<file path="config.mk">
export PLATFORM = sky130hd
export DESIGN_NAME = motion_bbox_detect
export DESIGN_NICKNAME = d
export VERILOG_FILES = /design/src/rtl/motion_pkg.sv /design/src/rtl/pixel_coord_counter.sv /design/src/rtl/motion_bbox_detect.sv
export SDC_FILE = /design/constraint.sdc
export NUM_CORES = 1
export LEC_CHECK = 0
export ABC_CLOCK_PERIOD_IN_PS = 6500
export CORE_ASPECT_RATIO = 0.8
export CORE_UTILIZATION = 60
export CTS_BUF_LIST = sky130_fd_sc_hd__clkbuf_16
export DETAILED_ROUTE_END_ITERATION = 10
export GPL_TIMING_DRIVEN = 0
export PLACE_DENSITY_LB_ADDON = 0.15
export SYNTH_ARGS = -nofsm -noshare
export SYNTH_HDL_FRONTEND = slang
export SYNTH_HIERARCHICAL = 1
export SYNTH_SLANG_ARGS = --single-unit
</file>
<file path="constraint.sdc">
create_clock -name clk -period 6.5 [get_ports clk]
set_clock_uncertainty 0.05 [all_clocks]
set_input_delay 1.3 -clock clk [delete_from_list [all_inputs] [get_ports clk]]
set_output_delay 1.3 -clock clk [all_outputs]
set_load 0.005 [all_outputs]
</file>
<file path="src/rtl/motion_pkg.sv">
// -----------------------------------------------------------------------------
// motion_pkg
// Shared types and widths for the motion bounding-box path.
//   COORD_W  : width of a pixel coordinate (x or y)
//   CNT_W    : width of the per-frame set-pixel counter
//   state_e  : frame tracking FSM states
//   coord_t  : bounding box {xmin, xmax, ymin, ymax}
//   sat_inc  : saturating increment for the pixel counter
// -----------------------------------------------------------------------------
package motion_pkg;

   localparam int COORD_W = 10;
   localparam int CNT_W   = 19;

   typedef enum logic [1:0] {
      IDLE   = 2'd0,
      ACTIVE = 2'd1,
      DONE   = 2'd2
   } state_e;

   typedef struct packed {
      logic [COORD_W-1:0] xmin;
      logic [COORD_W-1:0] xmax;
      logic [COORD_W-1:0] ymin;
      logic [COORD_W-1:0] ymax;
   } coord_t;

   function automatic logic [CNT_W-1:0] sat_inc(input logic [CNT_W-1:0] v);
      return (&v) ? v : v + CNT_W'(1);
   endfunction

endpackage

</file>
<file path="src/rtl/pixel_coord_counter.sv">
// -----------------------------------------------------------------------------
// pixel_coord_counter
// Tracks the (x, y) position of the current pixel in a vsync/href/clken video
// stream and produces the frame/line edge strobes used by downstream stages.
//   clk, rst_n   : pixel clock, synchronous active-low reset
//   vsync_i      : frame sync, high for the whole frame
//   href_i       : line valid
//   clken_i      : pixel valid strobe
//   clr_i        : restart both counters at a new frame
//   active_i     : line counting enabled (frame being tracked)
//   vs_rise_o    : frame start strobe
//   vs_fall_o    : frame end strobe
//   x_o, y_o     : coordinate of the pixel presented this cycle
//   in_range_o   : x_o/y_o lie inside the active image
// -----------------------------------------------------------------------------
module pixel_coord_counter
   import motion_pkg::*;
#(
   parameter logic [COORD_W-1:0] IMG_HDISP = 10'd640,
   parameter logic [COORD_W-1:0] IMG_VDISP = 10'd480
) (
   input  logic               clk,
   input  logic               rst_n,
   input  logic               vsync_i,
   input  logic               href_i,
   input  logic               clken_i,
   input  logic               clr_i,
   input  logic               active_i,
   output logic               vs_rise_o,
   output logic               vs_fall_o,
   output logic [COORD_W-1:0] x_o,
   output logic [COORD_W-1:0] y_o,
   output logic               in_range_o
);

   logic               vsync_q;
   logic               href_q;
   logic               armed_q;
   logic               hs_fall;
   logic [COORD_W-1:0] x_q, x_d;
   logic [COORD_W-1:0] y_q, y_d;

   // A frame already under way when reset is released must not look like a
   // fresh start: a rising vsync is only honoured once vsync has been seen low.
   assign vs_rise_o = vsync_i & ~vsync_q & armed_q;
   assign vs_fall_o = ~vsync_i & vsync_q;
   assign hs_fall   = ~href_i & href_q;

   always_comb begin
      x_d = x_q;
      if (clr_i || hs_fall) begin
         x_d = '0;
      end else if (href_i && clken_i && (x_q < IMG_HDISP)) begin
         // Saturates at IMG_HDISP so over-long lines never wrap back into range.
         x_d = x_q + COORD_W'(1);
      end
   end

   always_comb begin
      y_d = y_q;
      if (clr_i) begin
         y_d = '0;
      end else if (hs_fall && active_i && (y_q < IMG_VDISP)) begin
         y_d = y_q + COORD_W'(1);
      end
   end

   always_ff @(posedge clk) begin
      if (!rst_n) begin
         vsync_q <= 1'b0;
         href_q  <= 1'b0;
         armed_q <= 1'b0;
         x_q     <= '0;
         y_q     <= '0;
      end else begin
         vsync_q <= vsync_i;
         href_q  <= href_i;
         if (!vsync_i) begin
            armed_q <= 1'b1;
         end
         x_q <= x_d;
         y_q <= y_d;
      end
   end

   assign x_o        = x_q;
   assign y_o        = y_q;
   assign in_range_o = (x_q < IMG_HDISP) && (y_q < IMG_VDISP);

endmodule

</file>
<file path="src/rtl/motion_bbox_detect.sv">
// -----------------------------------------------------------------------------
// motion_bbox_detect
// Collects the bounding box and count of set pixels in a binary motion mask
// and publishes them once per frame.
//   clk, rst_n       : pixel clock, synchronous active-low reset
//   per_frame_vsync  : frame sync (high for the whole frame)
//   per_frame_href   : line valid
//   per_frame_clken  : pixel valid strobe
//   per_img_Bit      : mask pixel, 1 = motion
//   box_valid        : one-cycle pulse, new frame result on the outputs
//   box_found        : pixel_cnt reached MIN_PIXELS
//   box_xmin/xmax    : horizontal extent (0 when not found)
//   box_ymin/ymax    : vertical extent (0 when not found)
//   pixel_cnt        : set-pixel count of the last frame
// -----------------------------------------------------------------------------
module motion_bbox_detect
   import motion_pkg::*;
#(
   parameter logic [COORD_W-1:0] IMG_HDISP  = 10'd640,
   parameter logic [COORD_W-1:0] IMG_VDISP  = 10'd480,
   parameter logic [CNT_W-1:0]   MIN_PIXELS = 19'd16
) (
   input  logic               clk,
   input  logic               rst_n,
   input  logic               per_frame_vsync,
   input  logic               per_frame_href,
   input  logic               per_frame_clken,
   input  logic               per_img_Bit,
   output logic               box_valid,
   output logic               box_found,
   output logic [COORD_W-1:0] box_xmin,
   output logic [COORD_W-1:0] box_xmax,
   output logic [COORD_W-1:0] box_ymin,
   output logic [COORD_W-1:0] box_ymax,
   output logic [CNT_W-1:0]   pixel_cnt
);

   logic               vs_rise;
   logic               vs_fall;
   logic [COORD_W-1:0] x_cnt;
   logic [COORD_W-1:0] y_cnt;
   logic               in_range;

   state_e             state_q, state_d;
   logic               clr_acc;
   logic               active;
   logic               set_pix;
   logic               publish;

   coord_t             acc_q, acc_d;
   logic [CNT_W-1:0]   cnt_q, cnt_d;

   coord_t             box_q, box_d;
   logic               found_q, found_d;
   logic               valid_q, valid_d;
   logic [CNT_W-1:0]   pcnt_q, pcnt_d;

   pixel_coord_counter #(
      .IMG_HDISP (IMG_HDISP),
      .IMG_VDISP (IMG_VDISP)
   ) u_coord (
      .clk        (clk),
      .rst_n      (rst_n),
      .vsync_i    (per_frame_vsync),
      .href_i     (per_frame_href),
      .clken_i    (per_frame_clken),
      .clr_i      (clr_acc),
      .active_i   (active),
      .vs_rise_o  (vs_rise),
      .vs_fall_o  (vs_fall),
      .x_o        (x_cnt),
      .y_o        (y_cnt),
      .in_range_o (in_range)
   );

   assign active  = (state_q == ACTIVE);
   assign clr_acc = (state_q == IDLE) && vs_rise;
   assign set_pix = active && per_frame_href && per_frame_clken && per_img_Bit && in_range;
   // Results are loaded on the edge that enters DONE, so box_valid and the
   // new box are visible together for exactly the DONE cycle.
   assign publish = active && vs_fall;

   always_comb begin
      state_d = state_q;
      case (state_q)
         IDLE:    if (vs_rise) state_d = ACTIVE;
         ACTIVE:  if (vs_fall) state_d = DONE;
         DONE:    state_d = IDLE;
         default: state_d = IDLE;
      endcase
   end

   always_comb begin
      acc_d = acc_q;
      cnt_d = cnt_q;
      if (clr_acc) begin
         acc_d.xmin = IMG_HDISP - COORD_W'(1);
         acc_d.xmax = '0;
         acc_d.ymin = IMG_VDISP - COORD_W'(1);
         acc_d.ymax = '0;
         cnt_d      = '0;
      end else if (set_pix) begin
         if (x_cnt < acc_q.xmin) acc_d.xmin = x_cnt;
         if (x_cnt > acc_q.xmax) acc_d.xmax = x_cnt;
         if (y_cnt < acc_q.ymin) acc_d.ymin = y_cnt;
         if (y_cnt > acc_q.ymax) acc_d.ymax = y_cnt;
         cnt_d = sat_inc(cnt_q);
      end
   end

   always_comb begin
      valid_d = 1'b0;
      found_d = found_q;
      box_d   = box_q;
      pcnt_d  = pcnt_q;
      if (publish) begin
         valid_d = 1'b1;
         pcnt_d  = cnt_d;
         if (cnt_d >= MIN_PIXELS) begin
            found_d = 1'b1;
            box_d   = acc_d;
         end else begin
            found_d = 1'b0;
            box_d   = '0;
         end
      end
   end

   always_ff @(posedge clk) begin
      if (!rst_n) begin
         state_q <= IDLE;
         acc_q   <= '0;
         cnt_q   <= '0;
         box_q   <= '0;
         found_q <= 1'b0;
         valid_q <= 1'b0;
         pcnt_q  <= '0;
      end else begin
         state_q <= state_d;
         acc_q   <= acc_d;
         cnt_q   <= cnt_d;
         box_q   <= box_d;
         found_q <= found_d;
         valid_q <= valid_d;
         pcnt_q  <= pcnt_d;
      end
   end

   assign box_valid = valid_q;
   assign box_found = found_q;
   assign box_xmin  = box_q.xmin;
   assign box_xmax  = box_q.xmax;
   assign box_ymin  = box_q.ymin;
   assign box_ymax  = box_q.ymax;
   assign pixel_cnt = pcnt_q;

endmodule

</file>
==> metrics.cfg <==
[sta]
slew_headroom_pct = 21.3
slew_violations = 0
rsz0062_at_grt = false
setup_viol = 0
tns_ns = 0
holdWs_ns = 0.404
fin_crit_sh_pct = 72.9
fmax_mhz = 211
finalHoldViolations = 0
period_minus_slack_ns = 4.74
tightest_slew_ns = 1.17
fin_ws_ns = 1.76

[routing]
met2_length_um = 10000
wirelength_met1_um = 9670
drt_pass1_iterations = 6
vias_per_cell = 6.24
drt-initial-drc-count = 548
drc = 0
drt_wl_total_um = 22200
ant_nets = 0
wl_per_cell_um = 19.6
routed-wl-met3_um = 1960
num_vias = 7046
highest_layer = met4

[setup_path]
critical_path_class = in -> reg
crit_path_cell_trace = clkdlybuf4s50_1 -> nand4_1 -> or2_2 -> clkbuf_1 -> a211oi_1 -> mux2_2 -> a2111o_1 -> buf_6 -> a2111oi_1 -> a21oi_1
cpMaxStageDelayCell = clkdlybuf4s50_1
cp_top_family = compound AO/OA/AOI/OAI gates
r2r_slack_ns = 2.12
critical_path.endpoint = box_xmax[9]
cp-end-kind = flop
crit_arrival_ns = 4.97
startpoint_type = primary input
r2r-end = box_xmax[9]
rr_worst_depth = 12
cpPeakStageDelay_ns = 0.60
timing.rr.start = u_coord/y_o[6]
required_ns = 6.74
crit_cells = 10
path_max_fanout = 10
cp-startpoint = per_frame_href
worst-path-buf-inv = 3

[layout]
final_area_um2 = 8990
drive_above_1_share_pct = 10.4
nNetsFinal = 992
final_util_pct = 73.7
diodes = 0
syn_to_final_growth_pct = 19.5

[clocking]
cts_tree = done
cts_hold_buf = 0
cts_sinks = 145
cts-resized-gates = 0
numCtsBuffers = 17
htree_levels = 4
clk_path_buf_depth = 2
path_clk_slew_ns = 0.06
postCtsSetupRepairBufs = 0
clock_latency_ns = 0.43
cts-root-buf = clkbuf_16

[power]
p_seq_share_pct = 45.3
intPower_mw = 1.52
clock_power_share_pct = 50.3
power_leakage_nw = 3.26
switchingPower_uw = 471
switching_share_pct = 23.6
peakVddDrop_mv = 0.192
combPwrFrac_pct = 4.5
p_per_area_nw_per_um2 = 222

[floorplan]
fp-row-count = 36
die_w_um = 127
io_pins = 67
dieHeight_um = 102
core_area_um2 = 12200
die-area_um2 = 13000
initial_core_util_pct = 61.7

[synthesis]
synth_area_um2 = 7530
synth_top_flop_cell = dfxtp_1
synth_edf_count = 0
synth.avg_cell_area_um2 = 8.75
seq_area_frac_synth_pct = 38.6
ys_async_sr_fraction_pct = 0
synth_warnings = 6
ys_seq_elements = 145
syn_inst = 860
syn-num-nets = 907
synth.distinct_cells = 59

[flow_run]
maxCapViolCount = 0

[grt]
track_usage_pct = 35.3
grt_start_max_net_pins = 17
overflow = 0
grt_pass1_wl_um = 35100
antenna_found_initial = 0
grt_pass1_vias = 6895

[place]
placed_area_um2 = 8400
port_buffers = 66
gp_congestion = 0.933
dp_hpwl_um = 16000
pre_cts_slack_ns = 1.48

[outcome]
outcome = completed

[min_path]
min-delay-path-class = reg -> reg

## kinds of logic after synthesis
family | Yosys count | synth area share [%]
flip-flops | 145 | 38.6
AO/OA/AOI/OAI | 203 | 19.9
multiplexers | 53 | 7.58
buffers and inverters | 111 | 5.92
AND/OR/NAND/NOR | 298 | 20.1
adder cells (fa/ha/maj) | 41 | 6.82
XOR/XNOR | 9 | 1.05
## worst min-delay path by stage
stage | start | end | slack (ns) | depth (start not counted)
CTS | pixel_cnt[11] | pixel_cnt[11] | 0.41 | 2
global placement | pixel_cnt[6] | pixel_cnt[6] | 0.39 | 2
finish | pixel_cnt[16] | pixel_cnt[16] | 0.40 | 2
global route | pixel_cnt[7] | pixel_cnt[7] | 0.43 | 2
floorplan | u_coord/armed_q | u_coord/armed_q | 0.39 | 2
detailed placement | pixel_cnt[11] | pixel_cnt[11] | 0.40 | 2
## synth_stat cells, types with 4 or more instances
| cell | instances | area, um^2 |
|---|---|---|
| buf_2 | 14 | 70.1 |
| buf_1 | 4 | 15.0 |
| or4_1 | 10 | 75.1 |
| nand3_1 | 22 | 110 |
| clkbuf_1 | 36 | 135 |
| o31ai_1 | 7 | 52.6 |
| nor3_1 | 13 | 65.1 |
| ha_1 | 41 | 513 |
| a31oi_1 | 24 | 150 |
| o21a_1 | 6 | 45.0 |
| a32oi_1 | 16 | 140 |
| nor4_1 | 8 | 50.1 |
| a21oi_1 | 69 | 345 |
| mux2_2 | 32 | 360 |
| o31a_1 | 6 | 52.6 |
| nor4b_1 | 4 | 35.0 |
| and3_1 | 20 | 125 |
| and2_1 | 27 | 169 |
| nand2_1 | 52 | 195 |
| nand4_1 | 15 | 93.8 |
| a21o_1 | 8 | 60.1 |
| xnor2_1 | 6 | 52.6 |
| nand2b_1 | 11 | 68.8 |
| nor2_1 | 94 | 353 |
| mux2i_1 | 21 | 210 |
| or3_1 | 5 | 31.3 |
| o21ai_0 | 10 | 50.1 |
| a2bb2oi_1 | 5 | 43.8 |
| a41oi_1 | 16 | 140 |
| dfxtp_1 | 145 | 2900 |
| inv_1 | 54 | 203 |
| a2111oi_2 | 13 | 195 |
## registers in the layout, indices dropped and copies added (netlist names)
| signal | cells |
|---|---|
| acc_q | 40 |
| box_found | 1 |
| box_valid | 1 |
| box_xmax | 10 |
| box_xmin | 10 |
| box_ymax | 10 |
| box_ymin | 10 |
| cnt_q | 19 |
| pixel_cnt | 19 |
| state_q | 2 |
| u_coord/armed_q | 1 |
| u_coord/href_q | 1 |
| u_coord/vsync_q | 1 |
| u_coord/x_o | 10 |
| u_coord/y_o | 10 |
## layout make-up
class | count | area [um^2]
plain buffers | 56 | 239
repair buffers | 66 | 661
fillers | 880 | 3210
inverters | 55 | 206
clock inverters | 15 | 168
flip-flops and latches | 145 | 2900
multi-input cells | 604 | 4180
well taps | 171 | 214
clock buffers | 17 | 425
## power groups by stage
stage	clock, mW	sequential (mW)	combinational (mW)
3_3_place_gp	0	0.921	0.0834
6_report	1.00	0.902	0.0894
3_5_place_dp	0	0.922	0.0865
4_1_cts	0.998	0.902	0.0872
5_1_grt	1.04	0.903	0.0967
2_1_floorplan	0	0.920	0.0571
## cells in the final DEF, fill, tap and decap left out, types with 13 or more instances in the layout
cell type / netlist / routed
a41oi_1: 16 / 16
and2_1: 27 / 27
nand4_1: 15 / 15
ha_1: 41 / 41
mux2_2: 32 / 32
clkdlybuf4s50_1: 0 / 66
a21oi_1: 69 / 69
nand3_1: 22 / 22
clkbuf_1: 36 / 36
nor2_1: 94 / 94
inv_1: 54 / 54
buf_2: 14 / 14
a32oi_1: 16 / 16
nand2_1: 52 / 52
clkbuf_16: 0 / 17
mux2i_1: 21 / 21
nor3_1: 13 / 13
and3_1: 20 / 20
a31oi_1: 24 / 24
dfxtp_1: 145 / 145
a2111oi_2: 13 / 13
## per-stage QoR
step	instances	power, mW
2_1_floorplan	860	0.977
3_3_place_gp	1097	1.00
3_5_place_dp	1097	1.01
4_1_cts	1129	1.99
5_1_grt	1129	2.04
6_report	1129	1.99
## metal layers
metal,track usage [%],vias up
li1,-,3312
met2,57.0,335
met4,13.6,0
met5,0,-
met1,45.2,3347
met3,10.2,52
## worst register-to-register path: cells and delay by family, from the launching register on
kind	cells	cell delay [ns]
mux	1	0.40
buf+inv	3	0.65
flops	1	0.45
compound gates	5	1.76
simple gates	3	0.94
(Power assumes the default switching activity.)
